**config.mk**
```make
export PLATFORM = sky130hd
export DESIGN_NAME = program_counter_flat
export DESIGN_NICKNAME = d
export VERILOG_FILES = /design/src/rtl/program_counter_if.sv /design/src/rtl/program_counter.sv /design/src/flat_wrapper.sv
export SDC_FILE = /design/constraint.sdc
export NUM_CORES = 1
export LEC_CHECK = 0
export CAP_MARGIN = 25
export CORE_MARGIN = 1
export CORE_UTILIZATION = 35
export CTS_CLUSTER_SIZE = 16
export DETAILED_ROUTE_END_ITERATION = 6
export DONT_BUFFER_PORTS = 1
export PLACE_DENSITY = 0.61
export SLEW_MARGIN = 20
export SYNTH_ARGS = -nofsm -noshare
export SYNTH_HDL_FRONTEND = slang
export SYNTH_SLANG_ARGS = --single-unit
```
**constraint.sdc**
```tcl
create_clock -name CLK -period 5 [get_ports CLK]
set_clock_uncertainty 0.05 [all_clocks]
set_input_delay 1.5 -clock CLK [delete_from_list [all_inputs] [get_ports CLK]]
set_output_delay 1.5 -clock CLK [all_outputs]
set_load 0.01 [all_outputs]
```
**src/rtl/program_counter_if.sv**
```systemverilog
// Control and data bundle between the sequencer/ALU path and the program counter.
interface program_counter_if #(
  parameter int unsigned WIDTH = 16
);
  logic [WIDTH-1:0] IN;
  logic             LOAD;
  logic             INC;
  logic             CLR;
  logic [WIDTH-1:0] OUT;
  logic             WRAP;

  modport master (
    output IN, LOAD, INC, CLR,
    input  OUT, WRAP
  );

  modport slave (
    input  IN, LOAD, INC, CLR,
    output OUT, WRAP
  );
endinterface

```
**src/rtl/program_counter.sv**
```systemverilog
// Registered program counter: per-bit mux chain (clear > load > increment > hold)
// fed by a ripple half-adder incrementer, plus a one-cycle wrap-around pulse.
module program_counter #(
  parameter int unsigned WIDTH       = 16,
  parameter logic [31:0] RESET_VALUE = '0
) (
  input logic          CLK,
  input logic          RST,
  program_counter_if.slave pc
);

  localparam logic [WIDTH-1:0] RST_VAL = RESET_VALUE[WIDTH-1:0];

  logic [WIDTH-1:0] count_q;
  logic             wrap_q;
  logic [WIDTH-1:0] count_d;
  logic             wrap_d;
  logic             carry;
  logic             sum_bit;
  logic             bit_d;

  // Carry ripples LSB to MSB with carry-in of 1; the final carry is the
  // all-ones condition and never feeds back into the count.
  always_comb begin
    carry   = 1'b1;
    sum_bit = 1'b0;
    bit_d   = 1'b0;
    count_d = '0;
    for (int unsigned i = 0; i < WIDTH; i++) begin
      sum_bit    = count_q[i] ^ carry;
      carry      = count_q[i] & carry;
      bit_d      = pc.INC  ? sum_bit    : count_q[i];
      bit_d      = pc.LOAD ? pc.IN[i]   : bit_d;
      bit_d      = pc.CLR  ? RST_VAL[i] : bit_d;
      count_d[i] = bit_d;
    end
    wrap_d = carry & pc.INC & ~pc.LOAD & ~pc.CLR;
  end

  always_ff @(posedge CLK or posedge RST) begin
    if (RST) begin
      count_q <= RST_VAL;
      wrap_q  <= 1'b0;
    end else begin
      count_q <= count_d;
      wrap_q  <= wrap_d;
    end
  end

  assign pc.OUT  = count_q;
  assign pc.WRAP = wrap_q;

endmodule

```
**src/flat_wrapper.sv**
```systemverilog
// flat-port wrapper written by rule: the top's interface ports become plain ports
module program_counter_flat 
#(
  parameter int unsigned WIDTH       = 16,
  parameter logic [31:0] RESET_VALUE = '0
)
  (CLK, RST, pc_IN, pc_LOAD, pc_INC, pc_CLR, pc_OUT, pc_WRAP);
  program_counter_if #(.WIDTH(WIDTH)) pc_i ();
  input logic CLK;
  input logic RST;
  input wire logic [$bits(pc_i.IN)-1:0] pc_IN;
  input wire logic [$bits(pc_i.LOAD)-1:0] pc_LOAD;
  input wire logic [$bits(pc_i.INC)-1:0] pc_INC;
  input wire logic [$bits(pc_i.CLR)-1:0] pc_CLR;
  output wire logic [$bits(pc_i.OUT)-1:0] pc_OUT;
  output wire logic [$bits(pc_i.WRAP)-1:0] pc_WRAP;
  assign pc_i.IN = pc_IN;
  assign pc_i.LOAD = pc_LOAD;
  assign pc_i.INC = pc_INC;
  assign pc_i.CLR = pc_CLR;
  assign pc_OUT = pc_i.OUT;
  assign pc_WRAP = pc_i.WRAP;
  program_counter #(.WIDTH(WIDTH), .RESET_VALUE(RESET_VALUE)) u_core (.CLK(CLK), .RST(RST), .pc(pc_i));
endmodule
```
---- Word level (Yosys, flattened, before mapping) ----
Cells that the tools add are included.
cells by class
  multiplexer cells ....................... 48
  bitwise logic cells ..................... 36
  reductions and logical operators ........ 1
operators by type and width
  cell               number
  $mux 1             48
  $and 1x1->1        18
  $xor 1x1->1        15
  $not 1->1          3
  $reduce_bool 3->1  1
storage, ports and cells
  bits in registers ....................... 17
  input bits .............................. 21
  output and inout bits ................... 17
  logic and storage cells ................. 87

---- Logic depth before layout (Yosys ltp) ----
Gate-level depths: netlist (run 1).
  depth after elaboration ................. 18
  mapped depth ............................ 17
  mapped depth without buffers ............ 17

---- Worst setup path before layout (run 1) ----
OpenSTA, ideal clock, no wires.
  kind .................................... reg2reg
  from .................................... reg u_core.count_q[0], in the netlist u_core.pc.OUT[0]
  to ...................................... reg u_core.count_q[15], in the netlist u_core.pc.OUT[15]
  data arrival time ....................... 3375 ps
  data required time ...................... 4856 ps
  path slack .............................. 1481 ps
  stages on the path, launching flop included .. 18
  path buffers ............................ 0
  path through ............................ dfrtp_1 > ha_1 > ha_1 > ha_1 > ha_1 > ha_1 > ha_1 > ha_1 > ha_1 > ha_1 > ha_1 > ha_1 > ha_1 > ha_1 > ha_1 > ha_1 > mux2i_1 > a211oi_1
between the ends
  word-level cells in the longest chain between the ends .. 18
RTL lines
  element                     line                   RTL
  start: declaration          program_counter.sv:14  logic [WIDTH-1:0] count_q;
  start signal: assignment    program_counter.sv:45  count_q <= count_d;
  $and 1x1->1 (14 in series)  program_counter.sv:31  carry = count_q[i] & carry;
  $xor 1x1->1                 program_counter.sv:30  sum_bit = count_q[i] ^ carry;
  $mux 1                      program_counter.sv:32  bit_d = pc.INC ? sum_bit : count_q[i];
  $mux 1                      program_counter.sv:33  bit_d = pc.LOAD ? pc.IN[i] : bit_d;
  $mux 1                      program_counter.sv:34  bit_d = pc.CLR ? RST_VAL[i] : bit_d;
Every way passes these cells. The select of a mux whose other input is x is not followed.
A chain may end at the register's enable or synchronous reset.

---- Final worst setup path (run 1) ----
Ends and elaborated chain as after synthesis.

==> results of run 1 <==
## through the flow
step                utilization, %  instances  area, µm²
floorplan                        -         90       1070
global placement              37.2        115       1050
detailed placement            37.2        115       1050
CTS                           38.2        119       1080
global route                  38.2        119       1080
finish                        38.2        119       1080
## registers in the layout (all words and copies together) (netlist names)
register and count:
u_core.pc.WRAP 1, u_core.pc.OUT 16
## cells in the final DEF (no fill, tap or decap), drive strengths merged
| master | instances |
|---|---|
| nor2b | 16 |
| mux2i | 15 |
| clkbuf | 3 |
| nor3 | 1 |
| clkinv | 1 |
| dfrtp | 17 |
| inv | 2 |
| xnor2 | 1 |
| ha | 15 |
| a211oi | 16 |
| nand2 | 1 |
## cell type report
class / count / area (µm²)
Inverter: 2 / 7.51
Clock inverter: 1 / 5.00
Multi-Input combinational cell: 65 / 581
Fill cell: 273 / 1750
Sequential cell: 17 / 425
Clock buffer: 3 / 22.5
Tap cell: 31 / 38.8
## cells in the mapped netlist
| cell type | instances | share of area [%] |
|---|---|---|
| inv_1 | 2 | 0.70 |
| nor3_1 | 1 | 0.47 |
| clkbuf_1 | 2 | 0.70 |
| nor2b_1 | 16 | 9.4 |
| a211oi_2 | 1 | 1.2 |
| ha_1 | 15 | 18 |
| mux2i_1 | 15 | 14 |
| xnor2_1 | 1 | 0.82 |
| nand2_1 | 1 | 0.35 |
| a211oi_1 | 15 | 11 |
| buf_2 | 1 | 0.47 |
| dfrtp_1 | 17 | 40 |
| buf_12 | 1 | 1.9 |
| buf_6 | 2 | 2.1 |
## cells by family (layout without fill, tap and decap cells)
kind of cell	Yosys count	in the layout
muxes	15	15
adders and majority gates	15	15
buffers and inverters	8	6
xor gates and xnor gates	1	1
DFF	17	17
AOI/OAI and AO/OA	16	16
and+or+nand+nor	18	18
## layer usage
layer | track usage (%) | vias to the layer above
li1 | - | 322
met1 | 14.7 | 314
met2 | 24.4 | 14
met3 | 2.95 | 2
met4 | 8.71 | 0
met5 | 0 | -
## worst min-delay path by stage
stage                     startpoint          endpoint  cells after the start
global route        u_core.pc.OUT[8]  u_core.pc.OUT[8]                      2
finish              u_core.pc.OUT[4]  u_core.pc.OUT[4]                      2
floorplan           u_core.pc.OUT[1]  u_core.pc.OUT[1]                      2
global placement    u_core.pc.OUT[0]  u_core.pc.OUT[0]                      2
detailed placement  u_core.pc.OUT[1]  u_core.pc.OUT[1]                      2
CTS                 u_core.pc.OUT[0]  u_core.pc.OUT[0]                      2
## tightest hold or removal path: cells and delay by family, from the launching register on
kind	cells	cell delay, ns
compound gates	1	0.08
flops	1	0.45
mux	1	0.15
## power groups by stage
stage | sequential, mW | clock, mW | combinational (mW)
finish | 0.161 | 0.0738 | 0.0321
global route | 0.163 | 0.0836 | 0.0375
CTS | 0.161 | 0.0752 | 0.0329
detailed placement | 0.164 | 0 | 0.0326
global placement | 0.164 | 0 | 0.0319
floorplan | 0.161 | 0 | 0.0363
==> flow_metrics.tcl, run 1 <==
set metrics [dict create \
    status "complete, but fails checks" \
    violations "design-rule violations" \
    hold_class "reg -> reg" \
    netlist_area_um2 1070 \
    cpPeakStageDelay_ns 0.45 \
    seqPwrFrac_pct 60.3 \
    dieArea_um2 3280 \
    dp_slack_ns 1.25 \
    critPathKind "reg -> reg" \
    r2r_slack_ns 1.29 \
    yosys.area_share.adder_pct 17.6 \
    drtIter0Drc 26 \
    start_util_pct 37.8 \
    remaining_drc_errors 4 \
    finalSetupTns_ns 0 \
    synth_compound_area_share_pct 11.7 \
    power_frac_comb_pct 12.0 \
    final_nets 125 \
    synth_area_per_cell_um2 11.9 \
    io_pins 38 \
    hold_viol 0 \
    grt_pass1_vias 748 \
    met3WireLength_um 96 \
    period_share_pct 74.1 \
    synth_seq_cells 17 \
    syn_nets 126 \
    cp-start-kind "flop" \
    drt_pass1_iterations 5 \
    r2r-end "u_core.pc.OUT[15]" \
    cp_max_fo 3 \
    cts_root_buffer "clkbuf_4" \
    synthCells 90 \
    cp_cell_sequence "ha_1 > ha_1 > ha_1 > ha_1 > ha_1 > ha_1 > ha_1 > ha_1 > ha_1 > ha_1 > ha_1 > ha_1 > ha_1 > ha_1 > ha_1 > mux2i_1 > a211oi_1" \
    h-tree-depth 1 \
    dr_total_vias 652 \
    cts_buffers 3 \
    synth_top_family_by_area "adder cells" \
    power.switching_mw 0.0727 \
    grt_max_degree 19 \
    grt_use_total_pct 13.7 \
    finalSetupViolations 0 \
    synth-simple-area-share_pct 10.2 \
    critical_path_required_ns 5.10 \
    die_w_um 57.3 \
    yosys.area_share.xor_xnor_pct 0.820 \
    slew_violations 0 \
    r2r_cells 17 \
    yosysWarnings 0 \
    clockBufferDepth 2 \
    viasPerCell 5.48 \
    gp_congestion 0.756 \
    p_sw_share_pct 27.3 \
    cts-hold-fix-buffers 0 \
    cp_common_cell "ha_1" \
    crit_cells 17 \
    crit_buf_inv 0 \
    fmax_ghz 0.270 \
    fin_crit_ns 3.71 \
    p_leak_nw 0.545 \
    max-slew-margin-rel_pct 57.3 \
    clock_latency_ns 0.28 \
    antenna_found_initial 0 \
    clock_power_share_pct 27.7 \
    cp_slowest_cell "dfrtp_1" \
    worstMarginPinSlew_ns 0.640 \
    fp.coreArea_um2 2830 \
    port_buffers 0 \
    crit_path_end_kind "flop" \
    max-vdd-ir-drop_mv 0.106 \
    drt-met1-wl_um 800 \
    overflow 0 \
    rows 19 \
    total_power_mw 0.267 \
    routed.top_layer "met4" \
    ys_seq_area_share_pct 39.8 \
    hold_ws_ns 0.647 \
    drive_above_1_share_pct 5.68 \
    startpoint "u_core.pc.OUT[0]" \
    n_antenna_cell 0 \
    r2r_start "u_core.pc.OUT[0]" \
    cts-resized-gates 0 \
    power_density_nw_per_um2 247 \
    grt_pass1_wl_um 3400 \
    cts_tree "built" \
    ant_nets 0 \
    synthDistinctLibCells 14 \
    clk_pin_slew_ns 0.10 \
    power.internal_mw 0.194 \
    rsz0062_at_grt "false" \
    wl_per_cell_um 16.5 \
    area_growth_pct 1.05 \
    hpwl_um 1430 \
    crit_path_end "u_core.pc.OUT[15]" \
    crit_family "adder cells" \
    die_height_um 57.3 \
    cap_violations 0 \
    finalWirelength_um 1970 \
    synth_mux_area_share_pct 14.1 \
    wl_met2_um 1050 \
    cp.arrival_ns 3.81 \
    post_cts_buffers 0 \
    cts.sinks 17 \
    fin_ws_ns 1.29 \
]
Note: power is estimated with default switching activity, not from simulation.
==> inputs of run 2 (changes only) <==
==> constraint.sdc (replaced) <==
create_clock -name CLK -period 3.6 [get_ports CLK]
set_clock_uncertainty 0.05 [all_clocks]
set_input_delay 1.08 -clock CLK [delete_from_list [all_inputs] [get_ports CLK]]
set_output_delay 1.08 -clock CLK [all_outputs]
set_load 0.01 [all_outputs]
==> flow_metrics.tcl, run 2 (synthesized netlist as in run 1, its figures left out) <==
set metrics [dict create \
    crit_buf_inv 0 \
    critPathKind "reg -> reg" \
    crit_path_end_kind "flop" \
    cp.arrival_ns 3.58 \
    mostFrequentLayoutCells "dfrtp_1 (17), nor2b_1 (16), mux2i_1 (15), a211oi_1 (15), ha_2 (10)" \
    regArea_um2 425 \
    grt_pass1_wl_um 3330 \
    routed.top_layer "met4" \
    r2r-end "u_core.pc.OUT[15]" \
    cts.sinks 17 \
    dr_total_vias 675 \
    violations "design-rule violations" \
    whs_path_depth 2 \
    critical_path_required_ns 3.74 \
    finalSetupTns_ns 0 \
    fmax_ghz 0.291 \
    status "complete, but fails checks" \
    rows 19 \
    r2r_start "u_core.pc.OUT[1]" \
    io_pins 38 \
    total_power_mw 0.373 \
    cpPeakStageDelay_ns 0.40 \
    cp_common_cell "ha_2" \
    cp_max_fo 2 \
    overflow 0 \
    ant_nets 0 \
    period_share_pct 95.5 \
    port_buffers 0 \
    start_util_pct 37.8 \
    met3WireLength_um 92 \
    die_w_um 57.3 \
    final_common_cell "dfrtp_1" \
    drive_above_1_share_pct 20.4 \
    dp_cells 118 \
    cts_tree "built" \
    multi_input_area_um2 606 \
    dieArea_um2 3280 \
    r2r_cells 17 \
    hpwl_um 1470 \
    crit_family "adder cells" \
    fin_crit_ns 3.44 \
    drt-met1-wl_um 749 \
    final_nets 130 \
    grt_max_degree 19 \
    cts_buffers 3 \
    fillers 277 \
    slew_violations 0 \
    cp-start-kind "flop" \
    hold_class "reg -> reg" \
    hold_ws_ns 0.651 \
    fin_ws_ns 0.161 \
    rsz0062_at_grt "false" \
    die_height_um 57.3 \
    cts_root_buffer "clkbuf_4" \
    largest_reg_flops 16 \
    worstMarginPinSlew_ns 0.649 \
    hold_start "u_core.pc.OUT[7]" \
    cts-hold-fix-buffers 0 \
    finalWirelength_um 1950 \
    area_growth_pct 6.79 \
    p_leak_nw 0.541 \
    cp_cell_sequence "ha_2 > ha_1 > ha_2 > ha_2 > ha_1 > ha_2 > ha_2 > ha_2 > ha_1 > ha_2 > ha_2 > ha_1 > ha_2 > ha_2 > ha_1 > mux2i_1 > a211oi_1" \
    remaining_drc_errors 4 \
    r2r_slack_ns 0.16 \
    wl_per_cell_um 15.7 \
    dp_slack_ns -0.0310 \
    drtIter0Drc 10 \
    finalSetupViolations 0 \
    clk_pin_slew_ns 0.09 \
    gp_congestion 0.752 \
    n_antenna_cell 0 \
    clockBufferDepth 2 \
    fin_util_pct 40.3 \
    grt_pass1_vias 731 \
    cp_slowest_cell "dfrtp_1" \
    max-slew-margin-rel_pct 56.7 \
    clock_latency_ns 0.28 \
    finalInstanceArea_um2 1140 \
    postPlaceCellArea_um2 1070 \
    antenna_found_initial 0 \
    viasPerCell 5.44 \
    max-vdd-ir-drop_mv 0.134 \
    wl_met2_um 1090 \
    cap_violations 0 \
    power_density_nw_per_um2 327 \
    grt_use_total_pct 13.5 \
    h-tree-depth 1 \
    drt_pass1_iterations 5 \
    hold_end "u_core.pc.OUT[7]" \
    fin_cells 124 \
    hold_viol 0 \
    fp.coreArea_um2 2830 \
]
[run 2: cell count changes in the layout (fill, tap and decap cells not counted), sizes merged]
| cell | previous run | this run |
|---|---|---|
| buf | 0 | 5 |
| clkbuf | 3 | 4 |
| clkinv | 1 | 0 |
[run 2: worst max-delay path by stage]
stage,startpoint,end,slack [ns],depth (start not counted)
2_1_floorplan,u_core.pc.OUT[0],u_core.pc.OUT[15],0.08,17
3_3_place_gp,u_core.pc.OUT[0],u_core.pc.OUT[15],-0.004,17
3_5_place_dp,u_core.pc.OUT[0],u_core.pc.OUT[15],-0.03,17
4_1_cts,u_core.pc.OUT[0],u_core.pc.OUT[15],0.005,17
5_1_grt,u_core.pc.OUT[1],u_core.pc.OUT[15],0.002,17
6_report,u_core.pc.OUT[1],u_core.pc.OUT[15],0.16,17
[run 2: per-layer routing]
metal  GRT usage, %  up-vias
li1               -      334
met1           14.4      327
met2           24.7       12
met3           2.72        2
met4           7.32        0
met5              0        -
[run 2: timing repair]
action | CTS | global route
endpoints found under the setup margin | 1 | 1
hold endpoints to repair | 0 | 0
gates resized for setup | 2 | 8
buffers inserted | 1 | 1
cloned | 0 | 0
pin swaps | 1 | 2
[run 2: power by group]
part	switching, mW	internal, mW
Clock	0.0545	0.0429
Combinational	0.0248	0.0304
Sequential	0.0170	0.204
[run 2: worst min-delay path, stage by stage, from the launching register on]
cell	delay, ns
dfrtp_1	0.44
mux2i_1	0.15
a211oi_1	0.09
[run 2: layout make-up]
type                    count  share of cell area, %
well taps                  31                   3.40
multi-input cells          65                   53.1
clock buffers               4                   2.30
flip-flops and latches     17                   37.3
inverters                   2                  0.658
repair buffers              5                   3.29
